`config.mk`:
```
export PLATFORM = sky130hd
export DESIGN_NAME = poly_pack_stream
export DESIGN_NICKNAME = d
export VERILOG_FILES = /design/src/rtl/poly_pack_stream.sv
export SDC_FILE = /design/constraint.sdc
export NUM_CORES = 1
export LEC_CHECK = 0
export CAP_MARGIN = 20
export CORE_UTILIZATION = 47
export DETAILED_ROUTE_END_ITERATION = 7
export GPL_TIMING_DRIVEN = 0
export PLACE_DENSITY = 0.76
export SLEW_MARGIN = 10
export SYNTH_ARGS = -nofsm -noshare
export SYNTH_HDL_FRONTEND = slang
export SYNTH_SLANG_ARGS = --single-unit
```
`constraint.sdc`:
```
create_clock -name clk -period 3.3 [get_ports clk]
set_input_delay 0.99 -clock clk [delete_from_list [all_inputs] [get_ports clk]]
set_output_delay 0.99 -clock clk [all_outputs]
set_load 0.005 [all_outputs]
```
`src/rtl/poly_pack_stream.sv`:
```
// Streaming polynomial coefficient packer: maps each signed coefficient to an
// unsigned BITS-wide value and emits the LSB-first packed bitstream a byte at a time.
module poly_pack_stream #(
  parameter int N      = 256,
  parameter int COEF_W = 32,
  parameter int BITS   = 13,
  parameter int OFFSET = 4096,
  parameter bit NEGATE = 1'b1
) (
  input  logic              clk,
  input  logic              rst_n,
  input  logic              clr,
  input  logic              in_valid,
  output logic              in_ready,
  input  logic [COEF_W-1:0] in_data,
  output logic              out_valid,
  input  logic              out_ready,
  output logic [7:0]        out_data,
  output logic              out_last,
  output logic              range_err,
  output logic              busy
);

  localparam int ACC_W  = BITS + 7;
  localparam int FILL_W = $clog2(BITS + 17);  // wide enough to compare against 16
  localparam int TW     = COEF_W + 2;
  localparam int NB     = N * BITS / 8;
  localparam int CCNT_W = $clog2(N > 1 ? N : 2);
  localparam int BCNT_W = $clog2(NB > 1 ? NB : 2);

  localparam logic signed [TW-1:0] OFFSET_S = TW'(OFFSET);

  logic [ACC_W-1:0]  acc_q, acc_d, acc_base, t_ext;
  logic [FILL_W-1:0] fill_q, fill_d, fill_base;
  logic [CCNT_W-1:0] ccnt_q, ccnt_d;
  logic [BCNT_W-1:0] bcnt_q, bcnt_d;
  logic              range_err_q, range_err_d;

  logic signed [TW-1:0] coef_s, t_s;
  logic                 t_oor;
  logic                 fire_in, fire_out;

  // Two guard bits keep OFFSET +/- coeff exact for any coefficient.
  assign coef_s = {{2{in_data[COEF_W-1]}}, in_data};
  assign t_s    = NEGATE ? (OFFSET_S - coef_s) : (coef_s + OFFSET_S);
  assign t_oor  = t_s[TW-1] | (|t_s[TW-2:BITS]);
  assign t_ext  = ACC_W'(t_s[BITS-1:0]);

  assign out_valid = (fill_q >= FILL_W'(8));
  assign out_data  = acc_q[7:0];
  assign out_last  = out_valid && (bcnt_q == BCNT_W'(NB - 1));
  assign range_err = range_err_q;
  assign busy      = (|ccnt_q) || (|fill_q);

  // Accepting alongside a byte drain is allowed only while the post-drain fill stays below 8.
  assign in_ready = (fill_q < FILL_W'(8)) || ((fill_q < FILL_W'(16)) && out_ready);

  assign fire_out = out_valid && out_ready;
  assign fire_in  = in_valid && in_ready;

  always_comb begin
    // NOTE: every variable gets a default before any branch, so no latch is inferred.
    acc_base    = fire_out ? (acc_q >> 8) : acc_q;
    fill_base   = fire_out ? (fill_q - FILL_W'(8)) : fill_q;
    acc_d       = acc_base;
    fill_d      = fill_base;
    ccnt_d      = ccnt_q;
    bcnt_d      = bcnt_q;
    range_err_d = range_err_q;

    if (fire_in) begin
      acc_d       = acc_base | (t_ext << fill_base);
      fill_d      = fill_base + FILL_W'(BITS);
      ccnt_d      = (ccnt_q == CCNT_W'(N - 1)) ? '0 : ccnt_q + CCNT_W'(1);
      range_err_d = (ccnt_q == '0) ? t_oor : (range_err_q | t_oor);
    end

    if (fire_out) begin
      bcnt_d = (bcnt_q == BCNT_W'(NB - 1)) ? '0 : bcnt_q + BCNT_W'(1);
    end

    if (clr) begin
      acc_d       = '0;
      fill_d      = '0;
      ccnt_d      = '0;
      bcnt_d      = '0;
      range_err_d = 1'b0;
    end
  end

  // NOTE: sequential state uses non-blocking assignments so all flops update together.
  always_ff @(posedge clk or negedge rst_n) begin
    if (!rst_n) begin
      acc_q       <= '0;
      fill_q      <= '0;
      ccnt_q      <= '0;
      bcnt_q      <= '0;
      range_err_q <= 1'b0;
    end else begin
      acc_q       <= acc_d;
      fill_q      <= fill_d;
      ccnt_q      <= ccnt_d;
      bcnt_q      <= bcnt_d;
      range_err_q <= range_err_d;
    end
  end

endmodule

```
After elaboration in Yosys (flattened, before gate mapping)
Index checks and enable logic that the tools add are counted.

storage, ports and cells
  input bits = 37
  word-level logic and storage cells = 46
  flip-flop bits (word level) = 43
  output and inout bits = 13

operators by class
  multiplexer cells = 15
  add/sub/neg operators = 5
  shift operators = 1
  bitwise operators = 3
  magnitude comparators = 3
  reductions and logical operators = 12
  eq/ne operators = 2

operators with widths
  operator                                                    number
  two-way mux 20 bit                                          3
  subtractor 14 x 32 -> 33 bit, first input constant          1
  two-way mux 9 bit                                           3
  two-way mux 8 bit                                           3
  bitwise OR 20 bit                                           1
  OR reduction 20 bit                                         1
  << shifter 13 x 5 -> 20 bit                                 1
  two-way mux 5 bit                                           3
  adder 9 x 1 -> 9 bit, second input constant                 1
  == test 9 bit, second input constant                        1
  adder 8 x 1 -> 8 bit, second input constant                 1
  == test 8 bit, second input constant                        1
  zero test 8 bit                                             1
  OR reduction 8 bit                                          1
  adder 5 x 4 -> 5 bit, second input constant                 1
  >= comparator 5 x 4 -> 1 bit, second input constant         1
  less-than comparator 5 x 4 -> 1 bit, second input constant  1
  less-than comparator 5 bit, second input constant           1
  OR reduction 5 bit                                          1
  subtractor 5 x 4 -> 5 bit, second input constant            1
  logical AND 1 bit                                           4
  nonzero test 2 bit                                          2
  two-way mux 1 bit                                           3
  logical OR 1 bit                                            2
  bitwise OR 1 bit                                            2

Depth between registers and ports, before layout
  depth in word-level cells = 7
  depth in mapped cells = 10
  gate-level depth less buffers = 9

Least setup slack after synthesis
OpenSTA, ideal clock, no wires.

  path type = input port to flip-flop
  start point = input port in_data[0]
  end point = register acc_q[12]
  arrival time = 3.071 ns
  stages = 10
  library setup time = 0.122 ns
  required time = 3.178 ns
  setup slack = 0.107 ns
  path buffers = 1
  path through = clkbuf_1 > inv_1 > ha_1 > or4b_4 > nor2_1 > a311oi_1 > a31o_1 > o2bb2ai_1 > or3_1 > a32o_1

between the ends
  longest elaborated chain between the ends = 5

ends and longest elaborated chain
  what                          RTL line  RTL
  start: declaration            15        input logic [COEF_W-1:0] in_data,
  subtractor 14 x 32 -> 33 bit  45        assign t_s = NEGATE ? (OFFSET_S - coef_s) : (coef_s + OFFSET_S);
  << shifter 13 x 5 -> 20 bit   72        acc_d = acc_base | (t_ext << fill_base);
  bitwise OR 20 bit             72
  two-way mux 20 bit            71        if (fire_in) begin
  two-way mux 20 bit            82        if (clr) begin
  net acc_d[12]                 33        logic [ACC_W-1:0] acc_q, acc_d, acc_base, t_ext;
  end signal: assignment        94        acc_q <= '0;
  end signal: assignment        100       acc_q <= acc_d;
  end: declaration              33

The timed path passes the listed nets, and every way through them passes these cells.
A chain may end at the register's enable or synchronous reset.

Worst setup path in the final report
  start point = input port in_data[6]
  end point = register range_err_q, in the netlist range_err

between the ends
  longest elaborated chain between the ends = 7

ends and longest elaborated chain
  what                            RTL line  RTL
  subtractor 14 x 32 -> 33 bit *  45
  OR reduction 20 bit             46        assign t_oor = t_s[TW-1] | (|t_s[TW-2:BITS]);
  bitwise OR 1 bit *              46
  bitwise OR 1 bit                75        range_err_d = (ccnt_q == '0) ? t_oor : (range_err_q | t_oor);
  two-way mux 1 bit *             75
  two-way mux 1 bit *             71
  two-way mux 1 bit *             82
  end signal: assignment          104       range_err_q <= range_err_d;
  end: declaration                37        logic range_err_q, range_err_d;

Every way passes the cells marked *; elsewhere a longest branch is shown, timed or not. The select of a mux whose other input is x is not followed.

==> metrics <==
hold crit path type flop to flop; fillers 703; minimum clock period 3.226 ns; post-DP HPWL 7.871 mm; R2R Path Start fill_q[3]; IO Pins 50; initial antenna violation count 0; critical path arrival 3.45 ns; n_diodes 0; count of final setup violators 0; Die X 91.99 µm; grt total ovfl 0; Gate Count Post-Synth 486; routed via count 4001; worst skew pair latency 0.30 ns; root buf cell clkbuf_8; leading area contributor after synthesis dfrtp_1; largest net degree at the start of global routing 23; WL final 10.73 mm; Initial Util 49.00%; Vias/cell 6.203; placed cell area 0.004377 mm²; clk sinks 43; synthesized cell area 0.003806 mm²; FF+latch area 0.001077 mm²; Post-synth EDFFs 0; final hold vios 0; reg2reg end acc_q[15]; multi-input logic area 0.002629 mm²; pwr dens 562.7 mW/mm²; top-area cell type share of the netlist area 28.27%; CTS HTree Levels 2; most used routing layer met2; Sw Ratio 42.54%; final critical-path share of the clock period 97.76%; Mean Syn Cell Area 7.832 µm²; Post-synth top flop dfrtp_1; Layout Nets 586; P_int 1.520 mW; vias in the first global route 3743; maximum vdd drop 0.0002512 V; post-route clock skew 0.01061 ns; Gate power share 55.1%; Synth top cells by count nand2_1 (58), nor2_1 (46), dfrtp_1 (43), a21oi_1 (39), clkbuf_1 (20); Post-synth ARST share 100.0%; count leader, synth nand2_1; CP Cell Sequence clkdlybuf4s50_1 > nor4_2 > nand3_2 > a211oi_1 > mux2_2 > a22oi_1 > nor4_2 > a211oi_1; Ys Warns 0; Max-cap violations 0; Lkg Pwr 1.775 nW; Layout area overhead 23.47%; WHS 0.5030 ns; FF+latch count, synth 43; final instance area 0.004700 mm²; Fmax 310.0 MHz; Max clock buf depth 2; CTS tree yes; CTS hold repair buffers 0; GP Congestion 0.9367; total core area 0.007767 mm²; crit path capture type flop; Buffers on Ports 42; WHS Path Cells 1; share of layout cells above drive strength 1 13.26%; 1st-pass router iterations 5; die height 91.99 µm; Crit Path Max Fanout 6; crit path launch type primary input; CP peak stage delay 0.52 ns; Worst Min Path Start acc_q[15]; sequential share of power 28.0%; met3 Track Usage GR 2.322%; kind of critical path primary input to flop; antenna viol nets, final 0; # rows 32; Wirelength per Cell 16.64 µm; first-pass GRT wire length 17.94 mm; Synth area leaders dfrtp_1 (28%), nand2_1 (5.7%), a21oi_1 (5.1%), nor2_1 (4.5%), mux2i_1 (3.4%); Tightest Pin Transition 0.7069 ns; P_sw 1.125 mW; Max Slew Vio Count 0; TritonCTS Buffers 5; DRC 0; WHS Endpoint acc_q[15]; RSZ-0062 raised after global routing yes; Slew headroom 52.37%; Worst EP required 3.52 ns; GR Util All Layers 25.95%; Clk pwr share 16.8%; die area 0.008462 mm²; post-synthesis cell type count 70; R2R cell count 8; sequential share of the synthesized area 28.27%; Mapped Nets 530; flop2flop setup slack 0.67 ns; outcome complete, no violations; critical path's slowest cell clkdlybuf4s50_1; met2 GRT Util 44.40%; routing usage on met1 34.74%; initial drt markers 301; clk slew on worst S/H paths 0.09 ns
==> area by class of cell <==
type	count	share of cell area, %
sequential	43	22.92
timing repair buffer	50	10.46
buffer	38	4.180
multi-input combinational	389	55.94
clock buffer	6	1.757
inverter	15	1.198
clock inverter	2	0.8253
tap	102	2.716
==> registers in the layout (all words and copies together) (netlist names) <==
signal and cells:
acc_q 20, bcnt_q 9, ccnt_q 8, fill_q 5, range_err 1
==> metal layers <==
layer / up-vias / wire length, µm
met5: - / 0
met4: 0 / 234
met3: 27 / 557
met2: 187 / 5124
met1: 1877 / 4815
li1: 1910 / -
==> cells in the final DEF (no fill, tap or decap), types with 7 or more instances in the layout <==
cell type	instances
nor3_1	16
nor2b_1	7
a21oi_1	38
dfrtp_1	42
inv_1	13
nand4_1	9
a211oi_1	7
nor2_1	45
mux2i_1	12
clkdlybuf4s50_1	38
a31oi_1	13
nand2_1	58
o21ai_0	19
or3_1	10
nand3_1	14
xnor2_1	11
clkbuf_1	18
buf_4	16
==> worst max-delay path by stage <==
stage | start | end | slack (ns) | cells after the start
finish | in_data[6] | range_err | 0.07 | 8
global route | in_data[8] | range_err | -0.05 | 9
CTS | bcnt_q[0] | out_last | 0.02 | 5
detailed placement | in_data[1] | range_err | -0.66 | 10
global placement | in_data[1] | range_err | -0.56 | 10
floorplan | in_data[0] | acc_q[12] | 0.11 | 10
==> power by group through the flow <==
| stage | Sequential, mW | Clock (mW) | Combinational [mW] |
|---|---|---|---|
| after floorplan | 0.728 | 0 | 0.942 |
| after global placement | 0.749 | 0 | 1.35 |
| after detailed placement | 0.754 | 0 | 1.37 |
| after CTS | 0.739 | 0.450 | 1.40 |
| after global routing | 0.760 | 0.471 | 1.59 |
| final | 0.741 | 0.445 | 1.46 |
==> stage by stage <==
step	TNS [ns]	power, mW	std cells	utilization (%)	worst slack [ns]
6_report	0	2.644	645	60.50	0.07398
5_1_grt	-0.08022	2.820	645	60.50	-0.04789
4_1_cts	0	2.592	643	58.89	0.02015
3_5_place_dp	-5.555	2.124	631	56.35	-0.6568
3_3_place_gp	-5.350	2.100	630	56.06	-0.5637
2_1_floorplan	0	1.670	486	-	0.1075
==> what timing repair did <==
item,in CTS,in global routing
gates resized for setup,14,19
pin swaps,2,1
setup buffers,4,3
setup endpoints to repair,12,7
==> cells by family after synthesis <==
group	synth area share, %
AND/OR/NAND/NOR	28.96
AO/OA/AOI/OAI	23.77
buffers and inverters	6.706
flip-flops	28.27
multiplexers	6.081
XOR/XNOR	3.912
adder cells (fa/ha/maj)	2.301
==> worst max-delay path: cells and delay by family <==
family / cells / cell delay [ns]
buf+inv: 1 / 0.52
simple gates: 3 / 0.77
compound gates: 3 / 0.80
mux: 1 / 0.37
No activity file was read; power rests on OpenSTA's default activity.
